==> src/rtl/sr_latch_bank_pkg.sv <==
`default_nettype none
// ============================================================================
// Module   : sr_bank_pkg
// Brief    : Shared types and next-state resolution for the SR storage bank.
// Revision : 1.0 - initial release
// ============================================================================
package sr_bank_pkg;

    typedef enum logic [1:0] {
        SR_HOLD    = 2'b00,
        SR_SET_DOM = 2'b01,
        SR_RST_DOM = 2'b10,
        SR_TOGGLE  = 2'b11
    } sr_mode_e;

    // Next stored value for one channel; simultaneous set/reset defers to mode.
    function automatic logic sr_resolve(
        input logic     s,
        input logic     r,
        input logic     q,
        input sr_mode_e mode
    );
        logic nq;
        nq = q;
        case ({s, r})
            2'b10:   nq = 1'b1;
            2'b01:   nq = 1'b0;
            2'b11: begin
                case (mode)
                    SR_SET_DOM: nq = 1'b1;
                    SR_RST_DOM: nq = 1'b0;
                    SR_TOGGLE:  nq = ~q;
                    default:    nq = q;
                endcase
            end
            default: nq = q;
        endcase
        return nq;
    endfunction

endpackage : sr_bank_pkg
`default_nettype wire

==> src/rtl/sr_latch_bank_cell.sv <==
`default_nettype none
// ============================================================================
// Module   : sr_cell
// Brief    : One synchronous SR channel with change pulses and sticky conflict.
// Revision : 1.0 - initial release
// ============================================================================
module sr_cell
    import sr_bank_pkg::*;
#(
    parameter logic RST_Q = 1'b0
) (
    input  logic       clk,
    input  logic       rst_n,
    input  logic       set,
    input  logic       reset,
    input  logic [1:0] mode,
    input  logic       clr_conflict,
    output logic       hit,
    output logic       q,
    output logic       rise,
    output logic       fall,
    output logic       conflict
);

    logic w_hit;
    logic w_next;
    logic r_q;
    logic r_rise;
    logic r_fall;
    logic r_conflict;

    assign w_hit  = set & reset;
    assign w_next = sr_resolve(set, reset, r_q, sr_mode_e'(mode));

    // Pulses compare against the previously stored value, so the reset load
    // itself can never produce an edge on the first released cycle.
    always_ff @(posedge clk) begin
        if (!rst_n) begin
            r_q        <= RST_Q;
            r_rise     <= 1'b0;
            r_fall     <= 1'b0;
            r_conflict <= 1'b0;
        end else begin
            r_q        <= w_next;
            r_rise     <= w_next & ~r_q;
            r_fall     <= ~w_next & r_q;
            r_conflict <= w_hit | (r_conflict & ~clr_conflict);
        end
    end

    assign hit      = w_hit;
    assign q        = r_q;
    assign rise     = r_rise;
    assign fall     = r_fall;
    assign conflict = r_conflict;

endmodule : sr_cell
`default_nettype wire

==> src/rtl/sr_latch_bank.sv <==
`default_nettype none
// ============================================================================
// Module   : sr_latch_bank
// Brief    : Bank of WIDTH clocked SR cells with a saturating conflict counter.
// Revision : 1.0 - initial release
// ============================================================================
module sr_latch_bank
    import sr_bank_pkg::*;
#(
    parameter int               WIDTH   = 8,
    parameter int               CNT_W   = 8,
    parameter logic [WIDTH-1:0] RST_VAL = {WIDTH{1'b0}}
) (
    input  logic             clk,
    input  logic             rst_n,
    input  logic [WIDTH-1:0] set,
    input  logic [WIDTH-1:0] reset,
    input  logic [1:0]       mode,
    input  logic             clr_conflict,
    output logic [WIDTH-1:0] q,
    output logic [WIDTH-1:0] qbar,
    output logic [WIDTH-1:0] rise,
    output logic [WIDTH-1:0] fall,
    output logic [WIDTH-1:0] conflict,
    output logic [CNT_W-1:0] conflict_cnt
);

    localparam logic [CNT_W-1:0] C_CNT_MAX = {CNT_W{1'b1}};

    logic [WIDTH-1:0] w_hit;
    logic [WIDTH-1:0] w_q;
    logic             w_any_hit;
    logic [CNT_W-1:0] r_cnt;

    generate
        for (genvar i = 0; i < WIDTH; i++) begin : g_cell
            sr_cell #(
                .RST_Q (RST_VAL[i])
            ) u_cell (
                .clk          (clk),
                .rst_n        (rst_n),
                .set          (set[i]),
                .reset        (reset[i]),
                .mode         (mode),
                .clr_conflict (clr_conflict),
                .hit          (w_hit[i]),
                .q            (w_q[i]),
                .rise         (rise[i]),
                .fall         (fall[i]),
                .conflict     (conflict[i])
            );
        end
    endgenerate

    assign w_any_hit = |w_hit;

    // A clear coinciding with a fresh conflict restarts the count at one.
    always_ff @(posedge clk) begin
        if (!rst_n) begin
            r_cnt <= '0;
        end else if (clr_conflict) begin
            r_cnt <= w_any_hit ? CNT_W'(1) : '0;
        end else if (w_any_hit && (r_cnt != C_CNT_MAX)) begin
            r_cnt <= r_cnt + CNT_W'(1);
        end
    end

    assign q            = w_q;
    assign qbar         = ~w_q;
    assign conflict_cnt = r_cnt;

endmodule : sr_latch_bank
`default_nettype wire
==> config.mk <==
export PLATFORM = sky130hd
export DESIGN_NAME = sr_latch_bank
export DESIGN_NICKNAME = d
export VERILOG_FILES = /design/src/rtl/sr_latch_bank_pkg.sv /design/src/rtl/sr_latch_bank_cell.sv /design/src/rtl/sr_latch_bank.sv
export SDC_FILE = /design/constraint.sdc
export NUM_CORES = 1
export LEC_CHECK = 0
export BUFFER_PORTS_ARGS = -buffer_cell sky130_fd_sc_hd__buf_4
export CAP_MARGIN = 25
export CORE_AREA = 2 2 70 72
export CTS_BUF_LIST = sky130_fd_sc_hd__clkbuf_8
export DETAILED_ROUTE_END_ITERATION = 16
export DIE_AREA = 0 0 72 74
export GPL_TIMING_DRIVEN = 0
export PLACE_DENSITY = 0.66
export RECOVER_POWER = 25
export SLEW_MARGIN = 10
export SYNTH_ARGS = -nofsm -noshare
export SYNTH_HDL_FRONTEND = slang
export SYNTH_HIERARCHICAL = 1
export SYNTH_SLANG_ARGS = --single-unit
==> constraint.sdc <==
create_clock -name clk -period 1.7 [get_ports clk]
set_clock_uncertainty 0.05 [all_clocks]
set_input_delay 0.085 -clock clk [delete_from_list [all_inputs] [get_ports clk]]
set_output_delay 0.085 -clock clk [all_outputs]
set_load 0.01 [all_outputs]
[After elaboration in Yosys (flattened, before gate mapping)]
Cells that the tools add are included.
Cells by class
  $add $sub $neg: 1
  eq/ne operators: 28
  muxes and demuxes: 19
  bitwise gates (word level): 58
  reduce and logical (&&, ||, !) cells: 3
Operators by type and width (number)
  $pmux 1 s3: 16
  $eq 2x2->1 const B: 18
  $and 1x1->1: 32
  $eq 2x1->1 const B: 9
  $not 1->1: 17
  $mux 8: 2
  $add 8x1->8 const B: 1
  $ne 8x8->1 const B: 1
  $not 8->8: 1
  $or 1x1->1: 8
  $reduce_or 8->1: 1
  $reduce_bool 2->1: 1
  $logic_and 1x1->1: 1
  $mux 1: 1
Storage, ports and cells
  register bits after elaboration: 40
  input bits: 21
  output and inout port bits: 48

[Logic depth before layout (Yosys ltp)]
  word-level depth: 5
  mapped depth: 6
  depth with buffers taken out: 5

[By module]
The synthesis kept the hierarchy.
Modules (own cells, without submodules)
  sr_cell: times used 8, cells each 18, area each 166.4 um2, sequential area each 80.1 um2
  sr_latch_bank: times used 1, cells each 54, area each 442.9 um2, sequential area each 160.2 um2

[Least setup slack after synthesis]
No wires, ideal clock.
  kind: in2reg
  start point: input set[5]
  end point: register r_cnt[0], in the netlist conflict_cnt[0]
  setup time: 120 ps
  data arrival time: 1416 ps
  data required time: 1530 ps
  slack: 115 ps
  stages on the path: 6
  buffers on the path: 1
  cells stage by stage: and2_1 > or4_4 > o22ai_2 > buf_6 > nor2_2 > o31a_1
Between the ends
  cells in the longest elaborated chain, start to end: 4
RTL lines
  start, declared: RTL line sr_latch_bank.sv:16  | input logic [WIDTH-1:0] set,
  $and 1x1->1 *: RTL line sr_latch_bank_cell.sv:32  | assign w_hit = set & reset;
  $reduce_or 8->1 *: RTL line sr_latch_bank.sv:55  | assign w_any_hit = |w_hit;
  $mux 1 / $logic_and 1x1->1 (equally long branches): RTL line sr_latch_bank.sv:62, sr_latch_bank.sv:63
  $mux 8 / $reduce_bool 2->1 (equally long branches)
  end signal, assigned: RTL line sr_latch_bank.sv:62  | r_cnt <= w_any_hit ? CNT_W'(1) : '0;
  end signal, assigned: RTL line sr_latch_bank.sv:64  | r_cnt <= r_cnt + CNT_W'(1);
  end, declared: RTL line sr_latch_bank.sv:33  | logic [CNT_W-1:0] r_cnt;
Mark *: on every way between the ends. The rest lies on a longest branch, timed or not.
A chain may end at the register's enable or synchronous reset.

[Worst setup path after layout]
  start point: register r_cnt[0], in the netlist conflict_cnt[0]
  end point: register r_cnt[0], in the netlist conflict_cnt[0]
Between the ends
  cells in the longest elaborated chain, start to end: 3
RTL lines
  $add 8x1->8 / $ne 8x8->1 (equally long branches): RTL line sr_latch_bank.sv:64, sr_latch_bank.sv:63
  $mux 8 / $logic_and 1x1->1 (equally long branches): RTL line sr_latch_bank.sv:63  | end else if (w_any_hit && (r_cnt != C_CNT_MAX)) begin
  $mux 8 / $reduce_bool 2->1 (equally long branches)
Several ways; a longest one is shown, not always the timed one. The select of a mux whose other input is x is not followed.

==> metrics.csv <==
metric;value;unit
layout cells sized above 1;29.1;%
CP Cell Sequence;ha_2, nand3_1, o22ai_4, buf_6, nor2_2, o31a_1;
Crit Path Class;flop to flop;
Root Driver;clkbuf_8;
worst min path class;primary input to flop;
Seq/Total Area, Yosys;45.1;%
nets@finish;310;
Crit Path Max Fanout;10;
Max-cap violations;0;
Max Slew Vio Count;0;
CTS tree;yes;
vias in the first global route;1491;
synth unique cells;26;
crit path capture;conflict_cnt[0]$_SDFFE_PN0P_;
# Post-CTS Setup Buffers;0;
die width;72;um
asr flop ratio synth;0;%
min cycle time layout;1.58;ns
drt first pass iters;4;
Clock Sinks;40;
first-pass GRT wire length;6580;um
main combinational cell family by area after synthesis;simple AND/OR/NAND/NOR gates;
WP data arrival;1.71;ns
slowest stage delay, CP;0.42;ns
hold path depth;3;
Worst R2R End;conflict_cnt[0]$_SDFFE_PN0P_;
Buf+Inv Stages, Crit Path;1;
type of origin of the critical path;flop;
fin crit share;93.2;%
synth warn;6;
slowest CP cell;dfxtp_1;
worst hold slack;0.00895;ns
number of cells on the critical path;6;
register area;801;sq um
Die Area;5330;sq um
DP HPWL;2870;um
relative slew slack;76.8;%
final setup fails;0;
antenna violations before repair;0;
Fmax achieved;631;MHz
final non-filler cell total;343;
Synth Instances;198;
via count;1680;
delay-heaviest family, CP;compound AO/OA/AOI/OAI gates;
WP data required;1.82;ns
Reg-to-Reg Start;conflict_cnt[0]$_SDFFE_PN0P_;
clock buffer count from CTS;5;
largest net degree at the start of global routing;35;
status;finished, final reports clean;
Post-Synth Adder-Cell Area;0.705;%
Synth Area in XOR/XNOR;0;%
cell count after placement;320;
Via density;4.90;
Synthesized Nets;220;
GR Overflow Total;0;
Clock transition at path regs;0.07;ns
initial DRC count;65;
most instantiated cells after synthesis;40 x dfxtp_1, 25 x inv_1, 16 x and2_1, 16 x nor2b_1, 14 x a21oi_1;
post-DR wirelength/cell;12.0;um
area share of the largest cell type after synthesis;45.1;%
Global Route Usage Sum;15.6;%
top_reg_cell synth;dfxtp_1;
cell taking the most area after synthesis;dfxtp_1;
routability cong.;0.791;
Yosys reg bits;40;
Hold Fails Final Rpt;0;
top cells by area, synth;dfxtp_1 45%, o32ai_2 7.3%, and2_1 5.6%;
Die Y;74;um
Worst Max-Slew Pin Slew;0.348;ns
fill cell count;435;
most common cell in the netlist;dfxtp_1;
CP endpoint kind;flop;
Remaining DRCs;0;
area of the multi-input gates;878;sq um
Port Buffers;68;
Post-synth EDFFs;0;
# IOs;69;
Detailed Route WL;4120;um
area delta synth->final;46.1;%
PD cells;798;nW/um^2
Clock Latency Late Sink;0.28;ns
ANT nets after route;0;
num rows;25;
CTS Buffer Depth;2;
Peak supply drop;0.000414;V
Synth Area in Compound Gates;21.8;%
# diodes;0;
R2R cell count;6;
Initial Util;38.6;%
Critical path origin;conflict_cnt[0]$_SDFFE_PN0P_;
FF-to-FF setup slack;0.12;ns
multiplexer area fraction after synthesis;0.564;%
Synth Area in Simple Gates;25.9;%
H-Tree Depth;2;
Leak;1.16;nW
Mapped Area;1770;sq um
Core ar.;4600;sq um
mean post-synth cell area;8.96;sq um
stage by stage:
step | utilization, % | power (mW) | setup TNS [ns] | cell area [sq um] | setup slack, ns
2_1_floorplan | - | 1.22 | 0 | 1770 | 0.115
3_3_place_gp | 51.2 | 1.42 | -0.650 | 2350 | -0.167
3_5_place_dp | 51.2 | 1.42 | -0.568 | 2350 | -0.154
4_1_cts | 56.5 | 2.09 | 0 | 2600 | 0.0884
5_1_grt | 56.4 | 2.16 | -0.0425 | 2590 | -0.0293
6_report | 56.4 | 2.07 | 0 | 2590 | 0.116
worst register-to-register path, cell delays in order, from the launching register on:
cell and delay (ns):
dfxtp_1 0.42, ha_2 0.24, nand3_1 0.14, o22ai_4 0.20, buf_6 0.18, nor2_2 0.04
o31a_1 0.23
what timing repair did:
item,CTS,global route
resized for setup,0,2
setup endpoints to repair,0,2
hold buffers,15,0
endpoints found under the hold margin,8,0
kinds of logic after synthesis:
group,Yosys count
AOI/OAI and AO/OA,47
adders and majority gates,1
buffers and inverters,26
DFF,40
muxes,1
and+or+nand+nor,83
sequential cells by signal, indices dropped and copies added, names as in the netlist:
name,cells
conflict_cnt,8
g_cell.u_cell/conflict,8
g_cell.u_cell/fall,8
g_cell.u_cell/q,8
g_cell.u_cell/rise,8
where the power goes:
part	switching [mW]	internal (mW)	total, mW
Combinational	0.177	0.209	0.386
Clock	0.327	0.324	0.651
Sequential	0.0461	0.986	1.03
cells in the final DEF (no fill, tap or decap), types with 4 or more instances in the layout:
cell type	count
a21oi_1	14
clkbuf_1	4
clkbuf_8	6
o21bai_1	8
or4_1	4
nor3_1	8
buf_4	64
dlygate4sd3_1	15
nand3_1	12
o21a_1	9
nand2_1	10
and2_1	16
nor2_1	9
o32ai_2	8
dfxtp_1	40
nor2b_1	16
inv_1	26
layout make-up:
cell class | count | area share [%]
Sequential cell | 40 | 30.9
Inverter | 25 | 3.62
Clock inverter | 2 | 0.435
Timing Repair Buffer | 83 | 24.9
Buffer | 1 | 0.435
Multi-Input combinational cell | 132 | 33.9
Clock buffer | 6 | 3.19
Tap cell | 54 | 2.61
per-layer routing:
metal | track usage, % | wire, um
met1 | 19.7 | 1790
met2 | 25.7 | 1940
met3 | 5.56 | 356
met4 | 3.77 | 36
met5 | 0 | 0
how the worst min path moves through the flow:
| stage | startpoint | end |
|---|---|---|
| global route | reset[4] | g_cell[4].u_cell/fall$_SDFF_PN0_ |
| CTS | reset[4] | g_cell[4].u_cell/fall$_SDFF_PN0_ |
| detailed placement | set[2] | g_cell[2].u_cell/fall$_SDFF_PN0_ |
| finish | reset[4] | g_cell[4].u_cell/fall$_SDFF_PN0_ |
| floorplan | set[0] | g_cell[0].u_cell/fall$_SDFF_PN0_ |
| global placement | set[5] | g_cell[5].u_cell/fall$_SDFF_PN0_ |
(Power assumes the default switching activity.)
